$ cat src/rtl/ccff_chain_loader_if.sv
// Word stream into the configuration-chain loader.
//   word_in    : bitstream word
//   word_valid : word_in valid (source -> loader)
//   word_ready : loader accepts word_in this cycle (loader -> source)
// A transfer happens on a prog_clk edge with word_valid && word_ready.
interface ccff_chain_loader_if #(
  parameter int WORD_W = 8
) ();
  logic [WORD_W-1:0] word_in;
  logic              word_valid;
  logic              word_ready;

  modport master (output word_in, output word_valid, input word_ready);
  modport slave  (input word_in, input word_valid, output word_ready);
endinterface

$ cat src/rtl/ccff_chain_loader.sv
// Configuration-chain feeder. Takes bitstream words from a valid/ready
// stream and shifts exactly CHAIN_LEN bits MSB-first onto ccff_head,
// qualifying each bit with chain_shift_en (gates prog_clk into the chain).
//
// Optional feature, macro CCFF_CHAIN_VERIFY_EN: after loading, the chain
// is recirculated once (ccff_head = ccff_tail for CHAIN_LEN cycles) and the
// parity of bits returned is compared with the parity of bits sent.
//
// Ports:
//   prog_clk, pReset  : clock (rising edge), async active-high reset
//   start             : pulse, begins a load from IDLE or DONE
//   wbus (slave)      : word_in / word_valid / word_ready
//   ccff_head         : serial bit to chain head
//   chain_shift_en    : chain captures ccff_head on the next edge
//   ccff_tail         : serial bit from chain tail
//   ccff_tail_out     : ccff_tail passed through for cascading
//   busy, done, error : status (done/error sticky until next start)
//   bit_count         : bits shifted in the current pass
module ccff_chain_loader #(
  parameter int WORD_W    = 8,
  parameter int CHAIN_LEN = 54,
  parameter int CNT_W     = 16
) (
  input  logic             prog_clk,
  input  logic             pReset,
  input  logic             start,
  ccff_chain_loader_if.slave wbus,
  output logic             ccff_head,
  output logic             chain_shift_en,
  input  logic             ccff_tail,
  output logic             ccff_tail_out,
  output logic             busy,
  output logic             done,
  output logic             error,
  output logic [CNT_W-1:0] bit_count
);
  localparam int IDX_W = (WORD_W > 1) ? $clog2(WORD_W) : 1;
  localparam logic [CNT_W-1:0] LEN = CNT_W'(CHAIN_LEN);
  localparam logic [IDX_W-1:0] IDX_TOP = IDX_W'(WORD_W - 1);

  typedef enum logic [1:0] {
    S_IDLE  = 2'd0,
    S_SHIFT = 2'd1,
`ifdef CCFF_CHAIN_VERIFY_EN
    S_DONE  = 2'd2,
    S_VERIFY = 2'd3
`else
    S_DONE  = 2'd2
`endif
  } state_t;

  state_t            state_q, state_d;
  logic [WORD_W-1:0] buf_q;
  logic [IDX_W-1:0]  idx_q;
  logic              buf_vld_q;
  logic [CNT_W-1:0]  loaded_q;   // bits committed into the buffer this pass
  logic [CNT_W-1:0]  cnt_q;
  logic              head_q, sh_q, done_q;

  logic shift_st, shift_fin, do_shift, accept, start_ok;

  assign shift_st  = (state_q == S_SHIFT);
  // cnt_q == LEN means the last bit is on ccff_head this cycle.
  assign shift_fin = shift_st && (cnt_q == LEN);
  assign do_shift  = shift_st && buf_vld_q && (cnt_q != LEN);
  // Stop requesting once every needed bit is buffered; leftovers are dropped.
  assign wbus.word_ready = shift_st && (loaded_q < LEN) &&
                           (!buf_vld_q || (idx_q == '0));
  assign accept    = wbus.word_valid && wbus.word_ready;
  assign start_ok  = start && ((state_q == S_IDLE) || (state_q == S_DONE));

`ifdef CCFF_CHAIN_VERIFY_EN
  localparam logic [CNT_W-1:0] VLAST = CNT_W'(2 * CHAIN_LEN - 1);
  logic par_q;   // XOR of bits sent and bits returned; nonzero = mismatch
  logic err_q;
  logic ver_last;
  assign ver_last  = (state_q == S_VERIFY) && (cnt_q == VLAST);
  // Recirculate combinationally so the loop is exactly CHAIN_LEN flops.
  assign ccff_head = (state_q == S_VERIFY) ? ccff_tail : head_q;
  assign busy      = shift_st || (state_q == S_VERIFY);
  assign error     = err_q;
`else
  assign ccff_head = head_q;
  assign busy      = shift_st;
  assign error     = 1'b0;
`endif

  assign chain_shift_en = sh_q;
  assign ccff_tail_out  = ccff_tail;
  assign done           = done_q;
  assign bit_count      = cnt_q;

  always_ff @(posedge prog_clk or posedge pReset) begin
    if (pReset) state_q <= S_IDLE;
    else        state_q <= state_d;
  end

  always_comb begin
    state_d = state_q;
    case (state_q)
      S_IDLE, S_DONE: if (start) state_d = S_SHIFT;
`ifdef CCFF_CHAIN_VERIFY_EN
      S_SHIFT:  if (shift_fin) state_d = S_VERIFY;
      S_VERIFY: if (ver_last)  state_d = S_DONE;
`else
      S_SHIFT:  if (shift_fin) state_d = S_DONE;
`endif
      default:  state_d = S_IDLE;
    endcase
  end

  always_ff @(posedge prog_clk or posedge pReset) begin
    if (pReset) begin
      buf_q     <= '0;
      idx_q     <= '0;
      buf_vld_q <= 1'b0;
      loaded_q  <= '0;
      cnt_q     <= '0;
      head_q    <= 1'b0;
      sh_q      <= 1'b0;
      done_q    <= 1'b0;
`ifdef CCFF_CHAIN_VERIFY_EN
      par_q     <= 1'b0;
      err_q     <= 1'b0;
`endif
    end else if (start_ok) begin
      buf_vld_q <= 1'b0;
      loaded_q  <= '0;
      cnt_q     <= '0;
      sh_q      <= 1'b0;
      done_q    <= 1'b0;
`ifdef CCFF_CHAIN_VERIFY_EN
      par_q     <= 1'b0;
      err_q     <= 1'b0;
`endif
    end else if (shift_fin) begin
      buf_vld_q <= 1'b0;
`ifdef CCFF_CHAIN_VERIFY_EN
      sh_q      <= 1'b1;
`else
      sh_q      <= 1'b0;
      done_q    <= 1'b1;
`endif
    end else if (shift_st) begin
      sh_q <= do_shift;   // empty buffer: stall, head holds its value
      if (do_shift) begin
        head_q <= buf_q[idx_q];
        cnt_q  <= cnt_q + 1'b1;
        if (idx_q == '0) buf_vld_q <= 1'b0;
        else             idx_q     <= idx_q - 1'b1;
`ifdef CCFF_CHAIN_VERIFY_EN
        par_q  <= par_q ^ buf_q[idx_q];
`endif
      end
      // Accept overrides the empty flag so a word arriving on the last
      // bit of the previous one streams without a bubble.
      if (accept) begin
        buf_q     <= wbus.word_in;
        idx_q     <= IDX_TOP;
        buf_vld_q <= 1'b1;
        loaded_q  <= loaded_q + CNT_W'(WORD_W);
      end
    end
`ifdef CCFF_CHAIN_VERIFY_EN
    else if (state_q == S_VERIFY) begin
      cnt_q <= cnt_q + 1'b1;
      par_q <= par_q ^ ccff_tail;
      if (ver_last) begin
        sh_q   <= 1'b0;
        done_q <= 1'b1;
        err_q  <= par_q ^ ccff_tail;
      end
    end
`endif
  end
endmodule
$ cat src/flat_wrapper.sv
// flat-port wrapper written by rule: the top's interface ports become plain ports
module ccff_chain_loader_flat 
#(
  parameter int WORD_W    = 8,
  parameter int CHAIN_LEN = 54,
  parameter int CNT_W     = 16
)
  (prog_clk, pReset, start, ccff_head, chain_shift_en, ccff_tail, ccff_tail_out, busy, done, error, bit_count, wbus_word_in, wbus_word_valid, wbus_word_ready);
  ccff_chain_loader_if #(.WORD_W(WORD_W)) wbus_i ();
  input  logic prog_clk;
  input  logic pReset;
  input  logic start;
  output logic ccff_head;
  output logic chain_shift_en;
  input  logic ccff_tail;
  output logic ccff_tail_out;
  output logic busy;
  output logic done;
  output logic error;
  output logic [CNT_W-1:0] bit_count;
  input wire logic [$bits(wbus_i.word_in)-1:0] wbus_word_in;
  input wire logic [$bits(wbus_i.word_valid)-1:0] wbus_word_valid;
  output wire logic [$bits(wbus_i.word_ready)-1:0] wbus_word_ready;
  assign wbus_i.word_in = wbus_word_in;
  assign wbus_i.word_valid = wbus_word_valid;
  assign wbus_word_ready = wbus_i.word_ready;
  ccff_chain_loader #(.WORD_W(WORD_W), .CHAIN_LEN(CHAIN_LEN), .CNT_W(CNT_W)) u_core (.prog_clk(prog_clk), .pReset(pReset), .start(start), .wbus(wbus_i), .ccff_head(ccff_head), .chain_shift_en(chain_shift_en), .ccff_tail(ccff_tail), .ccff_tail_out(ccff_tail_out), .busy(busy), .done(done), .error(error), .bit_count(bit_count));
endmodule
$ cat config.mk
export PLATFORM = sky130hd
export DESIGN_NAME = ccff_chain_loader_flat
export DESIGN_NICKNAME = d
export VERILOG_FILES = /design/src/rtl/ccff_chain_loader_if.sv /design/src/rtl/ccff_chain_loader.sv /design/src/flat_wrapper.sv
export SDC_FILE = /design/constraint.sdc
export NUM_CORES = 1
export LEC_CHECK = 0
export ABC_AREA = 0
export ABC_CLOCK_PERIOD_IN_PS = 5370
export CAP_MARGIN = 5
export CORE_ASPECT_RATIO = 0.7
export CORE_MARGIN = 10
export CORE_UTILIZATION = 57
export CTS_CLUSTER_SIZE = 12
export DETAILED_ROUTE_END_ITERATION = 16
export PLACE_DENSITY = 0.84
export SYNTH_ARGS = -nofsm -noshare
export SYNTH_HDL_FRONTEND = slang
export SYNTH_SLANG_ARGS = --single-unit
$ cat constraint.sdc
create_clock -name prog_clk -period 5.37 [get_ports prog_clk]
set_input_delay 1.074 -clock prog_clk [delete_from_list [all_inputs] [get_ports prog_clk]]
set_output_delay 1.074 -clock prog_clk [all_outputs]
set_load 0.02 [all_outputs]
## Word level (Yosys, flattened, before mapping)

Index checks and enable logic that the tools add are counted.

| cells by class | value |
|---|---|
| add/sub/neg operators | 3 |
| magnitude comparators | 2 |
| equality and inequality tests | 8 |
| multiplexer cells | 27 |
| bitwise gates (word level) | 2 |
| reduce and logical (&&, ||, !) cells | 28 |

Operator list:

| kind | count |
|---|---|
| 16-bit 2-to-1 mux | 8 |
| 16-bit by 1-bit adder with 16-bit output (second input constant) | 1 |
| 16-bit by 4-bit adder with 16-bit output (second input constant) | 1 |
| 16-bit by 6-bit == test with 1-bit output (second input constant) | 1 |
| 16-bit by 6-bit < comparator with 1-bit output (second input constant) | 1 |
| 16-bit by 6-bit != test with 1-bit output (second input constant) | 1 |
| 1-bit 2-to-1 mux | 12 |
| 2-bit nonzero test | 5 |
| 3-bit 2-to-1 mux | 3 |
| 3-bit AND reduction | 3 |
| 4-bit AND reduction | 2 |
| 4-bit nonzero test | 2 |
| 1-bit logical AND | 7 |
| 2-bit != test (second input constant) | 3 |
| 5-bit AND reduction | 1 |
| 3-bit by 4-bit < comparator with 1-bit output (second input constant) | 1 |
| 2-bit 2-to-1 mux | 2 |
| 2-bit case mux with 2 select lines | 1 |
| 1-bit binary-select mux with 3-bit select | 1 |
| 3-bit logical NOT | 1 |
| 3-bit nonzero test | 1 |
| 3-bit by 1-bit subtractor with 3-bit output (second input constant) | 1 |
| 2-bit by 1-bit == test with 1-bit output (second input constant) | 1 |
| 2-bit == test (second input constant) | 1 |
| 7 further kinds | 9 |

| word-level totals | value |
|---|---|
| flip-flop bits (word level) | 49 |
| bits of input ports | 13 |
| output and inout bits | 23 |
| logic and storage cells | 79 |

## Longest topological paths before layout

| depth | value |
|---|---|
| depth after elaboration | 8 |
| depth in mapped cells | 8 |
| depth with buffers taken out | 7 |

## Worst setup path after synthesis

Ideal clock, no wire load.

| timing | value |
|---|---|
| kind | register -> output |
| start | register u_core.state_q[1] |
| end | output wbus_word_ready |
| arrival | 1.372 ns |
| required time | 4.296 ns |
| path slack | 2.924 ns |
| cell stages (with the launch flop) | 6 |
| buffers on the path | 1 |
| cells stage by stage | dfrtp_1 -> nand2b_1 -> buf_2 -> clkinv_2 -> nand3_1 -> nor4_2 |

| on the way | value |
|---|---|
| longest elaborated chain between the ends | 3 |

Ends and longest elaborated chain:

| element | RTL line | text |
|---|---|---|
| start, declared | ccff_chain_loader.sv:52 | `state_t state_q, state_d;` |
| start signal, assigned | ccff_chain_loader.sv:95 | `else state_q <= state_d;` |
| 2-bit by 1-bit == test with 1-bit output | ccff_chain_loader.sv:62 | `assign shift_st = (state_q == S_SHIFT);` |
| net busy | flat_wrapper.sv:17 | `output logic busy;` |
| 1-bit logical AND (2 in series) | ccff_chain_loader.sv:67 | `assign wbus.word_ready = shift_st && (loaded_q < LEN) &&` |
| end, declared | flat_wrapper.sv:23 | `output wire logic [$bits(wbus_i.word_ready)-1:0] wbus_word_ready;` |

The timed path passes the listed nets, and every way through them passes these cells.

## Worst setup path after layout

| timing | value |
|---|---|
| start | register u_core.state_q[1] |
| end | output wbus_word_ready |

| on the way | value |
|---|---|
| longest elaborated chain between the ends | 3 |

Ends and longest elaborated chain:

| element | RTL line |
|---|---|
| 2-bit by 1-bit == test with 1-bit output | ccff_chain_loader.sv:62 |
| 1-bit logical AND (2 in series) | ccff_chain_loader.sv:67 |

No other way between the ends.

==> run metrics <==
post-synthesis sequential area ratio 50.4%; hold depth 1; M1 wire length 2210 µm; Crit-path slowest cell clkdlybuf4s50_1; initial antenna violation count 0; total grt overflow 0; cts hold-fix bufs 0; # DRC 0; main combinational cell family by area after synthesis simple AND/OR/NAND/NOR gates; dominant cell type by area after synthesis dfrtp_1; Detail Placement HPWL 3310 µm; Clock Latency Late Sink 290 ps; post-synthesis mux area share 9.09%; post-cts resize count 0; Primary FF master, synth dfrtp_1; reg2reg end u_core.bit_count[10]; routed wire length 4550 µm; fmax 0.303 GHz; compound-gate portion of the synthesized area 8.49%; post-CTS setup buffers 0; met3 WL 268 µm; commonest non-fill, non-tap cell in the layout dfrtp_1; Hold Vio Cnt, Final 0; starting DRC count in detailed routing 98; WL/cell 15.9 µm; placer congestion estimate 0.801; global-route wire length before repair 7620 µm; Root Buffer clkbuf_8; Final Setup Violations 0; final setup margin 2060 ps; Finished Core Util 69.8%; Setup TNS 0 ps; count of input and output buffers 32; most frequent cells in the layout dfrtp_1, clkdlybuf4s50_1, nand2_1; syn avg cell area 11.3 µm²; Post-synth EDFFs 0; Overall Global Routing Usage 13.5%; post-synthesis simple-gate area fraction 22.1%; fillers 280; Crit Path Class reg -> out; Worst Setup End Kind output port; Tmin final 3310 ps; CTS tree done; worst path buffer plus inverter count 2; Final ANT Viol Nets 0; Num CTS Buffers 5; Synth Area in Adders 2.74%; synthesized-area fraction occupied by xor and xnor cells 3.83%; vias in the first global route 1583; total core area 3900 µm²; status finished, final reports clean; Worst Hold Launch u_core.loaded_q[7]; crit path max fanout 9; die height 73.0 µm; Post-Place Setup Slack 2010 ps; met2 WL 2010 µm; Syn-to-layout area delta 19.2%; crit path DAT 2230 ps; std cell rows 19; Period Utilization, post-route 61.6%; crit-path cells nand2b_1 > clkinv_2 > nand3_1 > nor4_2 > clkdlybuf4s50_1; Peak VDD IR 230 µV; Yosys reg bits 46; Synth top area share 50.4%; FF-to-FF Start u_core.state_q[0]; drt pass-1 iters 4; RSZ-0062 raised after global routing false; CP top delay family buffers and inverters; Leak 1.24 nW; Least-Margin Pin Slew 1190 ps; Slew Limit Fails 0; highest routed layer met4; layout cell share with drive strength beyond 1 12.3%; Antenna diodes 0; Vias/cell 5.77; synthesized instance count 202; clock sinks 46; Die Footprint 6980 µm²; initial core utilization 58.6%; reg2reg path depth 5; CP max stage delay 660 ps; htree depth 2; r2r setup slk 3040 ps; PwrDens 414 nW/µm²; Nets 252; Crit path required time 4300 ps; pin count of the biggest net entering global routing 47; die span in x 95.7 µm; Max Root-Sink Buffers 2; dominant cells by area after synthesis dfrtp_1, mux2_4, and2_1; # IOs 36; Yosys cell types 46; Mapped Area 2280 µm²; Layout Skew 5.90 ps; Min-Delay Endpoint u_core.loaded_q[7]; Ys Warns 0; via count 1657; async set or reset register ratio after synthesis 100%; syn_nets 220; Worst Hold Class reg -> reg; Worst-path clk slew 80 ps; slew margin rel. 20.6%; Max Cap Violations 0; Worst Setup Start Kind flip-flop
==> flip-flops by register name (all words and copies together), names as in the netlist <==
signal,count
u_core.bit_count,16
u_core.buf_q,8
u_core.buf_vld_q,1
u_core.ccff_head,1
u_core.chain_shift_en,1
u_core.done,1
u_core.idx_q,3
u_core.loaded_q,13
u_core.state_q,2
==> how the worst max path moves through the flow <==
stage | from | to | slack [ps] | cells after the start
final | u_core.state_q[1] | wbus_word_ready | 2060 | 5
after global routing | u_core.state_q[1] | wbus_word_ready | 1870 | 5
after CTS | u_core.state_q[1] | wbus_word_ready | 2040 | 5
after detailed placement | start | u_core.bit_count[10] | 2010 | 6
after global placement | start | u_core.bit_count[10] | 2120 | 6
after floorplan | u_core.state_q[1] | wbus_word_ready | 2920 | 5
==> metal layers <==
metal,vias to the layer above,global-route usage (%)
met5,-,0
met4,0,5.06
met3,6,3.70
met2,42,19.3
met1,830,19.1
li1,779,-
==> kinds of logic after synthesis <==
family	after synthesis
adder cells (fa/ha/maj)	5
XOR/XNOR	10
multiplexers	14
AO/OA/AOI/OAI	29
buffers and inverters	15
flip-flops	46
AND/OR/NAND/NOR	82
other	1
==> per-stage QoR <==
step,total power [mW],instance area (µm²),cells,hold slack (ps)
floorplan,0.797,2280,202,454
global placement,0.910,2630,279,470
detailed placement,0.922,2630,279,473
CTS,1.14,2720,287,496
global route,1.20,2720,287,513
finish,1.13,2720,287,488
==> layout make-up <==
class	instances	area, µm²	share of cell area (%)
Sequential cell	46	1150	42.3
Multi-Input combinational cell	141	1060	38.9
Clock inverter	1	5.00	0.184
Timing Repair Buffer	33	328	12.0
Tap cell	52	65.1	2.39
Clock buffer	7	86.3	3.17
Inverter	7	27.5	1.01
==> report_power, final <==
part | total, mW | internal [mW] | switching [mW]
clock | 0.215 | 0.104 | 0.111
combinational | 0.406 | 0.224 | 0.182
sequential | 0.507 | 0.429 | 0.0781
==> cell usage after synthesis (3+ instances only) <==
| cell | number |
|---|---|
| o211ai_1 | 6 |
| xor2_1 | 6 |
| nor2_1 | 12 |
| a21oi_1 | 3 |
| nand3_1 | 11 |
| xnor2_1 | 4 |
| o21ai_0 | 10 |
| nand2_1 | 17 |
| mux2_4 | 8 |
| clkbuf_1 | 4 |
| nor4_1 | 3 |
| nand2b_1 | 4 |
| and3_1 | 6 |
| and2_1 | 11 |
| ha_1 | 5 |
| or4_1 | 3 |
| inv_1 | 6 |
| dfrtp_1 | 46 |
No activity file was read; power rests on OpenSTA's default activity.
